[config.mk]
export PLATFORM = sky130hd
export DESIGN_NAME = pattern_resp_misr_capture
export DESIGN_NICKNAME = d
export VERILOG_FILES = /design/src/rtl/pattern_resp_misr_capture.sv
export SDC_FILE = /design/constraint.sdc
export NUM_CORES = 1
export LEC_CHECK = 0
export ABC_AREA = 1
export CAP_MARGIN = 20
export CORE_MARGIN = 2
export CORE_UTILIZATION = 55
export CTS_CLUSTER_DIAMETER = 200
export CTS_CLUSTER_SIZE = 14
export DETAILED_ROUTE_END_ITERATION = 8
export PLACE_DENSITY = 0.86
export SLEW_MARGIN = 10
export SYNTH_ARGS = -nofsm -noshare
export SYNTH_HDL_FRONTEND = slang
export SYNTH_SLANG_ARGS = --single-unit
[constraint.sdc]
create_clock -name blif_clk_net -period 5.3 [get_ports blif_clk_net]
set_input_delay 0.53 -clock blif_clk_net [delete_from_list [all_inputs] [get_ports blif_clk_net]]
set_output_delay 0.53 -clock blif_clk_net [all_outputs]
set_load 0.1 [all_outputs]
[src/rtl/pattern_resp_misr_capture.sv]
// Captures a pattern's response vector over a programmed window and compacts it into a MISR signature.
// Optional golden-signature compare is compiled in with MISR_GOLDEN_COMPARE_EN.
module pattern_resp_misr_capture #(
  parameter int RESP_W = 11,
  parameter int SIG_W  = 16,
  parameter logic [SIG_W-1:0] POLY = 16'h1021,
  parameter logic [SIG_W-1:0] SEED = 16'hFFFF
) (
  input  logic              blif_clk_net,
  input  logic              blif_reset_net,
  input  logic              start,
  input  logic              abort,
  input  logic [15:0]       window_len,
  input  logic              resp_valid,
  input  logic [RESP_W-1:0] resp_data,
`ifdef MISR_GOLDEN_COMPARE_EN
  input  logic [SIG_W-1:0]  golden_sig,
  output logic              match,
`endif
  output logic              busy,
  output logic              done,
  output logic [SIG_W-1:0]  signature,
  output logic [15:0]       vec_count
);

  typedef enum logic [1:0] {IDLE, RUN, DONE} state_t;

  state_t           state_reg, state_next;
  logic [SIG_W-1:0] sig_reg, sig_next;
  logic [15:0]      cnt_reg, cnt_next;
  logic [15:0]      len_reg, len_next;
  logic             busy_reg, done_reg;
  logic [SIG_W-1:0] sig_step;
  logic [15:0]      cnt_inc;

  assign sig_step = {sig_reg[SIG_W-2:0], 1'b0} ^ (sig_reg[SIG_W-1] ? POLY : '0)
                    ^ SIG_W'(resp_data);
  // Saturating increment: the count never wraps back to zero
  assign cnt_inc  = (cnt_reg == 16'hFFFF) ? cnt_reg : cnt_reg + 16'd1;

`ifdef MISR_GOLDEN_COMPARE_EN
  logic [SIG_W-1:0] golden_reg, golden_next;
  logic             match_reg, match_next;
`endif

  always_comb begin
    state_next = state_reg;
    sig_next   = sig_reg;
    cnt_next   = cnt_reg;
    len_next   = len_reg;
`ifdef MISR_GOLDEN_COMPARE_EN
    golden_next = golden_reg;
    match_next  = match_reg;
`endif
    case (state_reg)
      IDLE, DONE: begin
        // abort takes priority over start; in IDLE it simply leaves everything unchanged
        if (abort && state_reg == DONE) begin
          state_next = IDLE;
`ifdef MISR_GOLDEN_COMPARE_EN
          match_next = 1'b0;
`endif
        end else if (start && !abort) begin
          state_next = RUN;
          sig_next   = SEED;
          cnt_next   = 16'd0;
          len_next   = window_len;
`ifdef MISR_GOLDEN_COMPARE_EN
          golden_next = golden_sig;
          match_next  = 1'b0;
`endif
        end
      end
      RUN: begin
        if (abort) begin
          state_next = IDLE;
`ifdef MISR_GOLDEN_COMPARE_EN
          match_next = 1'b0;
`endif
        end else if (len_reg == 16'd0) begin
          state_next = DONE;
`ifdef MISR_GOLDEN_COMPARE_EN
          match_next = (sig_reg == golden_reg);
`endif
        end else if (resp_valid) begin
          sig_next = sig_step;
          cnt_next = cnt_inc;
          if (cnt_inc == len_reg) begin
            state_next = DONE;
`ifdef MISR_GOLDEN_COMPARE_EN
            match_next = (sig_step == golden_reg);
`endif
          end
        end
      end
      default: state_next = IDLE;
    endcase
  end

  always_ff @(posedge blif_clk_net or posedge blif_reset_net) begin
    if (blif_reset_net) begin
      state_reg <= IDLE;
      sig_reg   <= '0;
      cnt_reg   <= 16'd0;
      len_reg   <= 16'd0;
      busy_reg  <= 1'b0;
      done_reg  <= 1'b0;
    end else begin
      state_reg <= state_next;
      sig_reg   <= sig_next;
      cnt_reg   <= cnt_next;
      len_reg   <= len_next;
      busy_reg  <= (state_next == RUN);
      done_reg  <= (state_next == DONE);
    end
  end

`ifdef MISR_GOLDEN_COMPARE_EN
  always_ff @(posedge blif_clk_net or posedge blif_reset_net) begin
    if (blif_reset_net) begin
      golden_reg <= '0;
      match_reg  <= 1'b0;
    end else begin
      golden_reg <= golden_next;
      match_reg  <= match_next;
    end
  end

  assign match = match_reg;
`endif

  assign busy      = busy_reg;
  assign done      = done_reg;
  assign signature = sig_reg;
  assign vec_count = cnt_reg;

endmodule

Word level (Yosys, flattened, before mapping)
Cells that the tools add are included.
Storage, ports and cells
  output and inout port bits: 34
  latch bits: 0
  register bits: 52
  memory bits (writable): 0
  logic and storage cells: 51
  memories: 0
  input bits: 32
  ROM bits: 0
Operators by class
  magnitude comparators: 0
  $add $sub $neg: 1
  bitwise gates (word level): 3
  reductions and logical operators: 9
  shift operators: 0
  equal/unequal tests: 11
  multiply operators: 0
  muxes and demuxes: 21
  divide/modulo/power cells: 0
Operators by type and width (number)
  16-bit two-way mux: 11
  16-bit one-hot mux with 2 select lines: 2
  16-bit by 1-bit adder with 16-bit output, second input constant: 1
  16-bit equality test: 1
  16-bit equality test, second input constant: 1
  16-bit logical NOT: 1
  16-bit by 11-bit bitwise XOR with 16-bit output: 1
  16-bit by 13-bit bitwise XOR with 16-bit output: 1
  13-bit two-way mux: 1
  2-bit two-way mux: 6
  2-bit inequality test, second input constant: 5
  6-bit AND reduction: 1
  2-bit by 1-bit equality test with 1-bit output, second input constant: 2
  2-bit equality test, second input constant: 2
  2-bit one-hot mux with 2 select lines: 1
  3-bit AND reduction: 1
  1-bit logical AND: 2
  2-bit logical NOT: 1
  2-bit nonzero test: 1
  2-bit OR reduction: 1
  1-bit logical NOT: 1
  1-bit NOT: 1

Longest topological paths before layout
Gate-level depths: netlist of the first run.
  depth after elaboration: 9
  depth in mapped cells: 18
  depth with buffers taken out: 17

Worst setup path before layout of the first run
No wires, ideal clock.
  path kind: register -> register
  start point: reg cnt_reg[0], in the netlist vec_count[0]
  end point: reg busy_reg, in the netlist busy
  stages on the path, launching flop included: 18
  data required time: 5.181 ns
  period minus slack after synthesis: 2.611 ns
  library setup time: 0.119 ns
  path slack: 2.689 ns
  arrival: 2.492 ns
  buffers on the path: 1
  cell sequence: dfrtp_1 > ha_1 > nand3_2 > inv_2 > nand2_4 > inv_2 > nand2_2 > buf_6 > nand2_4 > nand2_2 > nand2_1 > nand2_1 > nor2_1 > nand3_1 > nor2_1 > nand2_1 > nand3_1 > nand2_1
Between the ends
  longest elaborated chain between the ends: 9
  elaborated cells on any way between the ends: 10
  classes of those cells: add/sub: 1; eq/ne: 3; mux: 6
RTL lines
  start, declared: line 30  | logic [15:0] cnt_reg, cnt_next;
  start signal, assigned: line 111  | cnt_reg <= cnt_next;
  16-bit by 1-bit adder with 16-bit output / 16-bit equality test (equally long branches): line 39  | assign cnt_inc = (cnt_reg == 16'hFFFF) ? cnt_reg : cnt_reg + 16'd1;
  16-bit two-way mux (*): line 39
  16-bit equality test (*): line 88  | if (cnt_inc == len_reg) begin
  2-bit two-way mux (*): line 88
  2-bit two-way mux (*): line 85  | end else if (resp_valid) begin
  2-bit two-way mux (*): line 80  | end else if (len_reg == 16'd0) begin
  2-bit two-way mux (*): line 75  | if (abort) begin
  2-bit one-hot mux with 2 select lines (*): line 55  | case (state_reg)
  2-bit by 1-bit equality test with 1-bit output (*): line 113  | busy_reg <= (state_next == RUN);
  end signal, assigned: line 113
  end, declared: line 32  | logic busy_reg, done_reg;
Every way passes the cells marked *; elsewhere a longest branch is shown, timed or not.
A chain may end at the register's enable or synchronous reset.

Worst setup path after layout of the first run
  start point: reg state_reg[1]
  end point: reg cnt_reg[12], in the netlist vec_count[12]
Between the ends
  longest elaborated chain between the ends: 4
  elaborated cells on any way between the ends: 13
  classes of those cells: eq/ne: 7; mux: 1; reduce/logical: 5
RTL lines
  start, declared: line 28  | state_t state_reg, state_next;
  start signal, assigned: line 109  | state_reg <= state_next;
  2-bit equality test / 2-bit logical NOT (equally long branches): line 55, 58
  2-bit OR reduction / 1-bit logical AND (equally long branches): line 55, 58
  2-bit inequality test (no line) / 2-bit nonzero test (equally long branches)
  6-bit AND reduction (no line)
Several ways; a longest one is shown, not always the timed one.

==> results by stage, run 1 <==
Status:
- The flow ran to the end, and the final reports show no timing, DRC or antenna violations.

Global route:
- The number of global-route vias before repair was between 2k and 3k.
- The number of antenna violations at the first check in global routing came to 0.
- The maximum number of pins on one net before global-route repair is 61.
- The first global-routing pass estimated about 12 mm of wire.
- The total global routing track utilization is ~26%.
- The remaining global-route overflow is 0.

Clock network:
- The CTS H-tree depth is 2.
- Counting along the longest clock path gives a buffer depth of 2.
- The clock-pin slew on the worst setup and hold paths is 100 ps.
- The clock tree root buffer cell is sky130_fd_sc_hd__clkbuf_8.
- The post-cts sizing count is 0.
- The number of buffers inserted by hold repair at cts is 0.
- The clock latency at the later pin of the worst-skew pair is 320 ps.
- For this design, the sink count on the clock tree is 52.
- TritonCTS built the clock tree.
- The number of buffers inserted during clock tree synthesis is 5.
- The total setup buffers inserted after CTS is 0.

Synth:
- In the post-synthesis netlist, the biggest area contributors are sky130_fd_sc_hd__dfrtp_1 43%, sky130_fd_sc_hd__nand2_1 19%, sky130_fd_sc_hd__o21ai_0 8.1%.
- Counting every instance in the synthesized netlist gives 425.
- The share of synthesized area in the top cell type comes to 43.2%.
- The area of the mapped netlist is 0.00301 sq mm.
- The flip-flop cell with the highest count after synthesis is sky130_fd_sc_hd__dfrtp_1.
- The number of distinct standard cells referenced by the synthesized netlist is 27.
- In this run, synthesis inferred 0 flip-flops with an integrated enable.
- For this run, the register share of the synthesized area comes to between 40% and 50%.
- The largest total area in the synthesized netlist belongs to sky130_fd_sc_hd__dfrtp_1.
- The number of nets produced by synthesis is between 400 and 500.
- The synthesis-stage register bit count is 52.
- The average instance in the mapped netlist occupies 7.08 sq um.
- Yosys printed 0 warnings.
- For this run, asynchronously set or reset flops after synthesis account for 100%.

Place:
- The post-detailed-placement half-perimeter wirelength is 5.38 mm.
- The final RePlAce weighted congestion is 0.932.
- During placement, the flow inserted port buffers numbering 65.
- The cell area after placement is 0.00371 sq mm.

Pwr:
- The power density of the placed cells is 390 mW/mm^2.
- Summing internal, switching and leakage power gives 1500 uW.
- The cell leakage power is 0.00184 uW.
- The worst-case IR drop observed on VDD is around 0.42 mV.

Floorplan:
- Measured along the y axis, the die boundary spans 78.0 um.
- For this configuration, the core starts out at a cell density of 57.8%.
- The number of ports placed on the die boundary is between 60 and 70.
- The floorplan has 26 rows.
- The core area is 0.00520 sq mm.
- In this run the horizontal extent of the chip is roughly 78 um.
- The floorplan step defined a die boundary enclosing 0.00608 sq mm.

Drt:
- The violation count after the first detailed-route iteration is 327.
- The iteration count of the initial detailed-routing pass is 5.
- For this run, design rule violations remaining after detail routing come to 0.
- For this block, the routed nets add up to 7.25 mm of wire.
- In this run the remaining antenna-violating nets after routing total 0.
- The detailed-route via count is 2947.
- After detailed routing, the average wire length per cell comes to around 13 um.
- Using the TritonRoute via totals, the vias-per-cell ratio works out to 5.28.

STA:
- The maximum clock frequency is 350 MHz.
- After layout, the minimum clock period comes to 2850 ps.
- The slew at the pin closest to its max-slew limit is 1020 ps.
- After layout, the worst path uses 53.8% of the clock period.
- Setup violations remaining at the end of the flow were counted as 0.
- Setup repair after global routing left no endpoint under its margin.
- The final-report max-slew violation count was 0.
- The summed negative setup slack over all endpoints is 0 ps.
- Clock skew on the completed layout was measured at 8.18 ps.
- The headroom to the max-slew limit is 31.9%.
- The total count of hold-check failures in the final report is 0.

Worst setup path:
- In this run the critical register-to-register path is captured at vec_count[12].
- The register-to-register setup slack is around 2400 ps.
- STA classifies the critical path startpoint as a register.
- In this run the critical register-to-register path is launched from state_reg[1].
- Measured in cells, the most critical reg-to-reg path has a length of 7.
- The largest driver fanout on the critical path is 60.
- The worst path required time is between 5000 and 6000 ps.
- The critical path endpoint is vec_count[12].
- The critical path class is register to register.
- The start point of the critical path is state_reg[1].
- STA classifies the critical path endpoint as a register.
- The endpoint arrival time on the critical path is a little over 3000 ps.

Cells and area:
- After routing the design area is roughly 0.0039 sq mm.
- Leaving out fill and tap cells, the most frequent cell in the layout is sky130_fd_sc_hd__nand2_1.
- The library cells used most frequently in the layout, excluding fill and tap cells, are 149 x sky130_fd_sc_hd__nand2_1, 65 x sky130_fd_sc_hd__clkdlybuf4s50_1, 52 x sky130_fd_sc_hd__dfrtp_1.
- The area added between synthesis and finish is 28.0%.
- At the end of the flow, the number of nets in the layout was between 500 and 600.
- The fraction of layout cells with a size suffix above 1 is 6.35%.
- The number of antenna repair diodes is 0.

Run:
- The count of maximum capacitance violations is 0.

Hold path:
- The tightest min-delay check is of the register to register type.
## worst max-delay path, cell delays in order, from the launching register on
cell                      delay, ps
sky130_fd_sc_hd__dfrtp_1        410
sky130_fd_sc_hd__nor2_1         760
sky130_fd_sc_hd__inv_2          330
sky130_fd_sc_hd__a21oi_1        360
sky130_fd_sc_hd__o21ai_4         70
sky130_fd_sc_hd__buf_4          290
sky130_fd_sc_hd__or2_2          370
sky130_fd_sc_hd__o21ai_0        170
## synthesized netlist by cell type, types with 3 or more instances
master	instances
sky130_fd_sc_hd__xor2_1	15
sky130_fd_sc_hd__inv_1	40
sky130_fd_sc_hd__clkbuf_1	8
sky130_fd_sc_hd__nor2_1	44
sky130_fd_sc_hd__nand3_1	23
sky130_fd_sc_hd__nor2_2	3
sky130_fd_sc_hd__nand2_1	149
sky130_fd_sc_hd__nand2_2	5
sky130_fd_sc_hd__dfrtp_1	52
sky130_fd_sc_hd__inv_2	3
sky130_fd_sc_hd__nand4_1	9
sky130_fd_sc_hd__o21ai_0	49
sky130_fd_sc_hd__a21oi_1	4
sky130_fd_sc_hd__o21bai_1	3
## per-layer routing
metal | GRT usage [%] | routed length (um) | up-vias
met1 | 35.5 | 3320 | 1366
li1 | - | - | 1465
met5 | 0 | 0 | -
met3 | 4.42 | 411 | 10
met4 | 7.89 | 121 | 0
met2 | 40.9 | 3400 | 106
## per-stage QoR
step	instances	setup WS [ps]	util (%)	hold WS, ps
6_report	558	2450	74.0	522
2_1_floorplan	425	2690	-	484
5_1_grt	558	2160	74.0	575
3_5_place_dp	549	2550	71.3	502
4_1_cts	557	2490	73.5	525
3_3_place_gp	549	2670	71.3	496
## cell families (layout without fill, tap and decap cells)
group	Yosys count	in the layout	synth area share, %
fa+ha+maj	1	1	0.416
flops	52	52	43.2
compound gates	58	58	10.0
buf+inv	56	119	7.57
xor+xnor	17	17	4.95
simple gates	241	241	33.8
## worst min-delay path by stage
stage                  start             to  slack [ps]  cells after the start
2_1_floorplan     len_reg[4]     len_reg[4]         480                      2
3_3_place_gp   signature[10]  signature[10]         500                      2
3_5_place_dp   signature[10]  signature[10]         500                      2
4_1_cts        signature[10]  signature[10]         520                      2
5_1_grt         signature[4]   signature[4]         580                      2
6_report       signature[10]  signature[10]         520                      2
## cell type report
| type | count | area [sq um] |
|---|---|---|
| Sequential cell | 52 | 1300 |
| Fill cell | 427 | 1350 |
| Clock inverter | 3 | 46.3 |
| Timing Repair Buffer | 68 | 693 |
| Inverter | 43 | 161 |
| Clock buffer | 5 | 68.8 |
| Multi-Input combinational cell | 317 | 1490 |
| Tap cell | 70 | 87.6 |
## power breakdown
group / leakage [uW] / switching [uW] / internal [uW]
registers: 0.000656 / 67.3 / 467
logic: 0.00113 / 509 / 179
clock network: 0.0000548 / 138 / 142
Note: power is estimated with default switching activity, not from simulation.
==> run 2, diff against run 1 <==
CORE_UTILIZATION = 51   (was 55)
PLACE_DENSITY = 0.8   (was 0.86)
clock period = 2.7 ns   (was 5.3 ns; I/O delays follow)
==> run 2 against run 1 <==
Effect of this change: global-route usage down 1.8 points; critical path type unchanged; worst hold slack worse by 190 ps; die area rose by 7.4%.
==> results by stage, run 2 (same netlist as run 1, synthesis figures left out) <==
Global route:
- The layer carrying the most global-route usage is met2.
- After global routing the overflow that remains totals 0.
- Global routing used 4.11% of the available met3 tracks.
- Global routing used 23.8% of the available tracks.
- The first global-routing pass estimated 12.1 mm of wire.
- The number of global-route vias before repair is 2567.
- The number of antenna violations at the first check in global routing is 0.
- The met1 track demand over resource is 34.9%.
- Global routing consumed, on the met2 layer, 37.0% of the routing resources.
- The maximum number of pins on one net before global-route repair is 50.

Clock network:
- TritonCTS created 5 clock buffers.
- Once the clock tree was built, the resizer swapped 0 gates to a different size.
- The H-tree was split into 2 levels.
- The clock net in this run drives a total of 52 sinks.
- At the later pin of the worst-skew pair, clock insertion delay measures 320 ps.
- Post-CTS timing repair inserted 0 buffers for setup.
- The maximum buffer depth of the clock tree is 2.
- The number of buffers inserted by hold repair at cts is 0.
- The TritonCTS clock tree is done.
- Clock-pin slew was measured on the worst setup and hold paths at between 100 and 150 ps.
- In this run the clock root is driven by a sky130_fd_sc_hd__clkbuf_8.

Place:
- The number of port buffers is 65.
- Detailed placement ended at an HPWL of 5.44 mm.
- At the end of routability-driven placement, the weighted congestion stood at 0.892.

STA:
- Setup repair after global routing left no endpoint under its margin.
- The headroom to the max-slew limit is around three fifths.
- After routing, the total negative slack on setup checks comes to 0 ps.
- The final-report max-slew violation count was 0.
- For the finished layout, the period the worst path requires is 2330 ps.
- The total count of hold-check failures in the final report is 0.
- The final cycle utilization of the critical path is 86.3%.
- The final setup violation count is 0.
- The maximum clock frequency is 429 MHz.
- The minimum hold slack is 331 ps.
- The final setup skew is 12.0 ps.
- For the pin with the worst max-slew slack, the measured transition is 604 ps.

Floorplan:
- The number of ports placed on the die boundary is 66.
- The die covers 0.00653 sq mm.
- The core area is around 0.0056 sq mm.
- From left edge to right edge, the die measures 80.8 um.
- The row count is 27.
- The y dimension of the die is 80.8 um.
- The initial utilization of the core area, before any placement, comes to 53.7%.

Cells and area:
- The number of antenna repair diodes is 0.
- Relative to the synthesized area, the layout overhead comes to 24.6%.
- The most common cell after layout, fill and taps aside is sky130_fd_sc_hd__nand2_1.
- The number of nets in the layout is approximately 520.
- In the layout the commonest cells are 149 x sky130_fd_sc_hd__nand2_1, 52 x sky130_fd_sc_hd__dfrtp_1, 49 x sky130_fd_sc_hd__o21ai_0.
- The post-route netlist has a little over an eighth of its cells at a drive strength greater than 1.

Worst setup path:
- The signal on the critical path passes through ha_1 -> nand3_2 -> inv_2 -> nand2_4 -> inv_2 -> nand2_2 -> nand2_2 -> inv_1 -> nand2_1 -> nand2_1 -> nor2_1 -> nand2_1 -> nor2_1 -> nand2_1 -> nand2_1 -> nand2_1 -> nand2_1.
- STA puts the critical path data arrival time at 2580 ps.
- The kind of cell with the highest combined delay along the critical path is simple AND/OR/NAND/NOR gates.
- In this run the critical register-to-register path is launched from vec_count[0].
- The worst path required time is 2950 ps.
- In this run the worst path has a maximum fanout of 20.
- The combined buffer and inverter count along the critical path is 3.
- STA classifies the critical path endpoint as a register.
- The startpoint class of the critical path is a register.
- The worst stage delay on the critical path is slightly below 500 ps.
- The worst-path cell with the longest stage delay is sky130_fd_sc_hd__dfrtp_1.
- The worst setup path is of the register to register kind.
- The start point of the critical path is vec_count[0].
- The dominant cell type by count on the critical path is sky130_fd_sc_hd__nand2_1.

Pwr:
- The power after layout is 2850 uW.
- The worst-case IR drop observed on VDD is 0.571 mV.
- In this run the power density over the cells is 759 mW/mm^2.
- The cell leakage power is about 0.0019 uW.

Drt:
- Before antenna repair, the detailed router went through 5 iterations.
- The violation count after the first detailed-route iteration is 317.
- The remaining number of nets flagged by the antenna check after routing is 0.
- The routed wire length is 7.30 mm.
- In the final routed layout, each cell accounts on average for about 13 um.
- The detailed-route via count is roughly 2.9k.
- Dividing the detail-routed via count by the number of cells gives 5.10.
- For this run, design rule violations remaining after detail routing come to 0.

Run:
- The tool flagged a number of max-cap violations equal to 0.

Status:
- The run finished with clean final reports.

Hold path:
- The type of the tightest min-delay check is primary input to asynchronous set/reset pin.
==> run 2: cell count changes in the layout (fill, tap and decap cells not counted), sizes merged <==
cell	delta
bufinv	-1
clkinv	+1
buf	+35
clkdlybuf4s50	-34
==> run 2: worst register-to-register path, stage by stage, from the launching register on <==
cell,delay (ps)
sky130_fd_sc_hd__dfrtp_1,490
sky130_fd_sc_hd__ha_1,240
sky130_fd_sc_hd__nand3_2,130
sky130_fd_sc_hd__inv_2,120
sky130_fd_sc_hd__nand2_4,70
sky130_fd_sc_hd__inv_2,50
sky130_fd_sc_hd__nand2_2,240
sky130_fd_sc_hd__nand2_2,150
sky130_fd_sc_hd__inv_1,60
sky130_fd_sc_hd__nand2_1,50
sky130_fd_sc_hd__nand2_1,60
sky130_fd_sc_hd__nor2_1,110
sky130_fd_sc_hd__nand2_1,70
sky130_fd_sc_hd__nor2_1,90
sky130_fd_sc_hd__nand2_1,100
sky130_fd_sc_hd__nand2_1,80
sky130_fd_sc_hd__nand2_1,70
sky130_fd_sc_hd__nand2_1,80
==> run 2: final cells by class <==
| type | count | area (sq um) |
|---|---|---|
| timing repair buffer | 69 | 608 |
| inverter | 43 | 161 |
| multi-input combinational | 317 | 1490 |
| clock inverter | 3 | 27.5 |
| fill | 505 | 1860 |
| sequential | 52 | 1300 |
| tap | 72 | 90.1 |
| clock buffer | 5 | 68.8 |
==> run 2: path summary, 6_finish.rpt <==
check / to / slack, ps / cells after the start
max: state_reg[1] / 370 / 17
min: signature[0] / 330 / 2
max reg2reg: state_reg[1] / 370 / 17
min reg2reg: signature[10] / 530 / 2
max in group asynchronous: len_reg[8] / 1820 / 3
min in group blif_clk_net: len_reg[4] / 480 / 3
==> run 2: per-layer routing <==
metal  wire, um  part of all wire, %  up-vias
met1       3510                   48     1295
met4         24                 0.33        0
li1           -                    -     1463
met2       3370                   46       97
met5          0                    0        -
met3        400                  5.5        4
==> run 2: where the power goes <==
| part | leakage [uW] | switching, uW | internal (uW) |
|---|---|---|---|
| Sequential | 0.000656 | 126 | 917 |
| Combinational | 0.00118 | 1000 | 319 |
| Clock | 0.0000463 | 289 | 191 |
==> run 2: metrics by stage <==
stage | cell area, sq um | instances | worst slack, ps | util [%]
floorplan | 3010 | 425 | 89.0 | -
global placement | 3650 | 553 | 514 | 65.1
detailed placement | 3650 | 553 | 433 | 65.1
CTS | 3750 | 561 | 413 | 66.9
global route | 3750 | 561 | 106 | 66.9
finish | 3750 | 561 | 371 | 66.9
==> run 3, diff against run 2 <==
CORE_UTILIZATION = 55   (was 51)
PLACE_DENSITY = 0.86   (was 0.8)
clock period = 2.9 ns   (was 2.7 ns; I/O delays follow)
==> run 3 against run 2 <==
Effect of this change: sequential share of layout area shrank 0.22 points; cell count down 0.18%; highest routed layer unchanged; global-route usage rose by 1.7 points; critical path type unchanged; via count rose by 0.21%; fmax increased by 0.79%; critical path depth is 3 lower; critical endpoint is now busy; register-to-register slack better by 220 ps; first-iteration DRC count is 36% lower; combinational power shrank 7%; final area rose by 0.63%; wire length decreased by 0.34%.
==> results by stage, run 3 (same netlist as run 1, synthesis figures left out) <==
Status:
- The run finished with clean final reports.

Floorplan:
- The die covers 0.00608 sq mm.
- Measured along the x axis, the die boundary spans 78.0 um.
- 66 I/O pins were placed.
- The y dimension of the die is 78.0 um.
- The row count is 26.
- For this configuration, the core starts out at a cell density of roughly 58%.
- The core area is roughly 0.0052 sq mm.

STA:
- The final-report max-slew violation count was 0.
- The clock period could shrink to 2310 ps.
- For the final routed database, the setup TNS stands at 0 ps.
- The minimum hold slack is 352 ps.
- Derived from the worst setup path, the maximum achievable clock frequency is 433 MHz.
- The headroom to the max-slew limit is 73.0%.
- The final setup skew is approximately 5.5 ps.
- The total count of hold-check failures in the final report is 0.
- Setup repair after global routing left no endpoint under its margin.
- For the pin with the worst max-slew slack, the measured transition is 403 ps.
- Setup violations remaining at the end of the flow were counted as 0.
- The worst path uses between 70% and 80% of the clock period.

Drt:
- The remaining design rule violation count is 0.
- After detailed routing, the total wire length is between 7 and 8 mm.
- The detailed-route via count is 2865.
- Dividing the detail-routed wire length by the instance count gives 13.0 um.
- The iteration count of the initial detailed-routing pass is 4.
- Using the TritonRoute via totals, the vias-per-cell ratio works out to 5.12.
- The remaining number of nets flagged by the antenna check after routing is 0.
- The violation count after the first detailed-route iteration is ~200.

Worst setup path:
- The endpoint identified for the worst register-to-register timing path is busy.
- The critical path goes through ha_1 -> nand3_2 -> inv_2 -> nand2_4 -> inv_2 -> nand2_2 -> nand2_1 -> xor2_1 -> nor2_1 -> nand2_1 -> nor2_1 -> nand2_1 -> nand3_1 -> nand2_1.
- The worst-path cell with the longest stage delay is sky130_fd_sc_hd__dfrtp_1.
- STA classifies the critical path startpoint as a register.
- The type of destination of the critical path is a register.
- For flop-to-flop paths, the worst setup slack is 590 ps.
- The kind of cell adding the most delay to the critical path is simple AND/OR/NAND/NOR gates.
- The critical path class is register to register.
- The worst path required time is 3100 ps.
- For this run, the slowest stage of the critical path takes around 480 ps.
- The number of buffers and inverters on the critical path is 2.
- The dominant cell type by count on the critical path is sky130_fd_sc_hd__nand2_1.
- The source of the worst register-to-register timing path is vec_count[0].
- The start point of the critical path is vec_count[0].
- The number of cells on the worst reg-to-reg path is 14.
- Data arrives at the worst endpoint at 2510 ps.
- Of all nets on the critical path, the largest fanout is 20.

Cells and area:
- The net count of the finished layout is roughly 520.
- The area added between synthesis and finish is 25.4%.
- In the final layout, the share of cells above drive strength 1 is 13.7%.
- The number of antenna repair diodes is 0.
- Leaving out fill and tap cells, the most frequent cell in the layout is sky130_fd_sc_hd__nand2_1.
- Leaving out fill and tap cells, the most frequent cells in the layout are 149 x sky130_fd_sc_hd__nand2_1, 52 x sky130_fd_sc_hd__dfrtp_1, 49 x sky130_fd_sc_hd__o21ai_0.

Global route:
- The number of antenna violations at the first check in global routing was 0.
- The number of global-route vias before repair is ~2.6k.
- The total global routing track utilization is 25.4%.
- The first global-routing pass estimated 12.3 mm of wire.
- For this run the aggregate overflow at the end of global routing stands at 0.
- Entering global routing, the biggest net connects 53 pins.

Clock network:
- Clock-pin slew was measured on the worst setup and hold paths at 100 ps.
- The clock latency at the later pin of the worst-skew pair is 300 ps.
- The tree is rooted in a sky130_fd_sc_hd__clkbuf_8.
- TritonCTS built the clock tree.
- The clock passes through at most 2 buffers.
- The H-tree was split into 2 levels.
- Post-CTS repair changed the size of 0 cells.
- Counting every sink on the clock net gives 52.
- The number of setup buffers added after CTS is 0.
- The number of buffers inserted during clock tree synthesis is 5.
- The number of buffers inserted by hold repair at cts is 0.

Place:
- At the end of routability-driven placement, the weighted congestion stood at 0.909.
- The post-detailed-placement half-perimeter wirelength is 5.57 mm.
- Port buffering added 65 buffers.

Run:
- The tool flagged a number of max-cap violations equal to 0.

Pwr:
- Across the VDD grid, the largest voltage drop is slightly above 0.6 mV.
- The cell leakage power is 0.00190 uW.
- The power density of the placed cells is 720 mW/mm^2.

Hold path:
- The type of the tightest min-delay check is primary input to asynchronous set/reset pin.
[run 3: cell count changes in the layout (fill, tap and decap cells not counted), sizes merged]
| cell | previous run | this run |
|---|---|---|
| clkinvlp | 1 | 0 |
| buf | 38 | 39 |
| bufinv | 0 | 1 |
[run 3: power breakdown]
group          switching [uW]  internal [uW]  total, uW  leakage (uW)
Clock                     249            262        510     0.0000600
Combinational             932            300       1230       0.00118
Sequential                120            854        974      0.000656
Total                    1300           1420       2720       0.00190
[run 3: worst max-delay path by stage]
stage	to	slack, ps	cells past startpoint
final	busy	590	14
after global routing	state_reg[1]	310	15
after CTS	busy	580	14
after detailed placement	busy	600	14
after global placement	busy	700	15
after floorplan	busy	290	17
[run 3: area by class of cell]
type | instances | area [sq um]
clock inverter | 3 | 46.3
multi-input combinational | 317 | 1490
fill | 461 | 1430
sequential | 52 | 1300
tap | 70 | 87.6
timing repair buffer | 70 | 616
clock buffer | 5 | 68.8
inverter | 43 | 161
[run 3: worst reg2reg max path, delay by kind of cell (launching register included)]
family | cells | cell delay, ps
AND/OR/NAND/NOR | 10 | 1170
buffers and inverters | 2 | 110
adder cells (fa/ha/maj) | 1 | 280
XOR/XNOR | 1 | 170
flip-flops | 1 | 480
[run 3: metrics by stage]
stage	util, %	area (sq um)	cells	total power, uW	setup WS [ps]
after floorplan	-	3010	425	1920	289
after global placement	70.3	3660	552	2200	701
after detailed placement	70.3	3660	552	2220	604
after CTS	72.5	3770	560	2730	580
after global routing	72.5	3770	560	2860	314
final	72.5	3770	560	2720	589
[run 3: routing by layer]
layer  GRT usage, %  wire (um)
met1           37.5       3480
met2           40.1       3360
met3           2.91        342
met4           6.67         91
met5              0          0
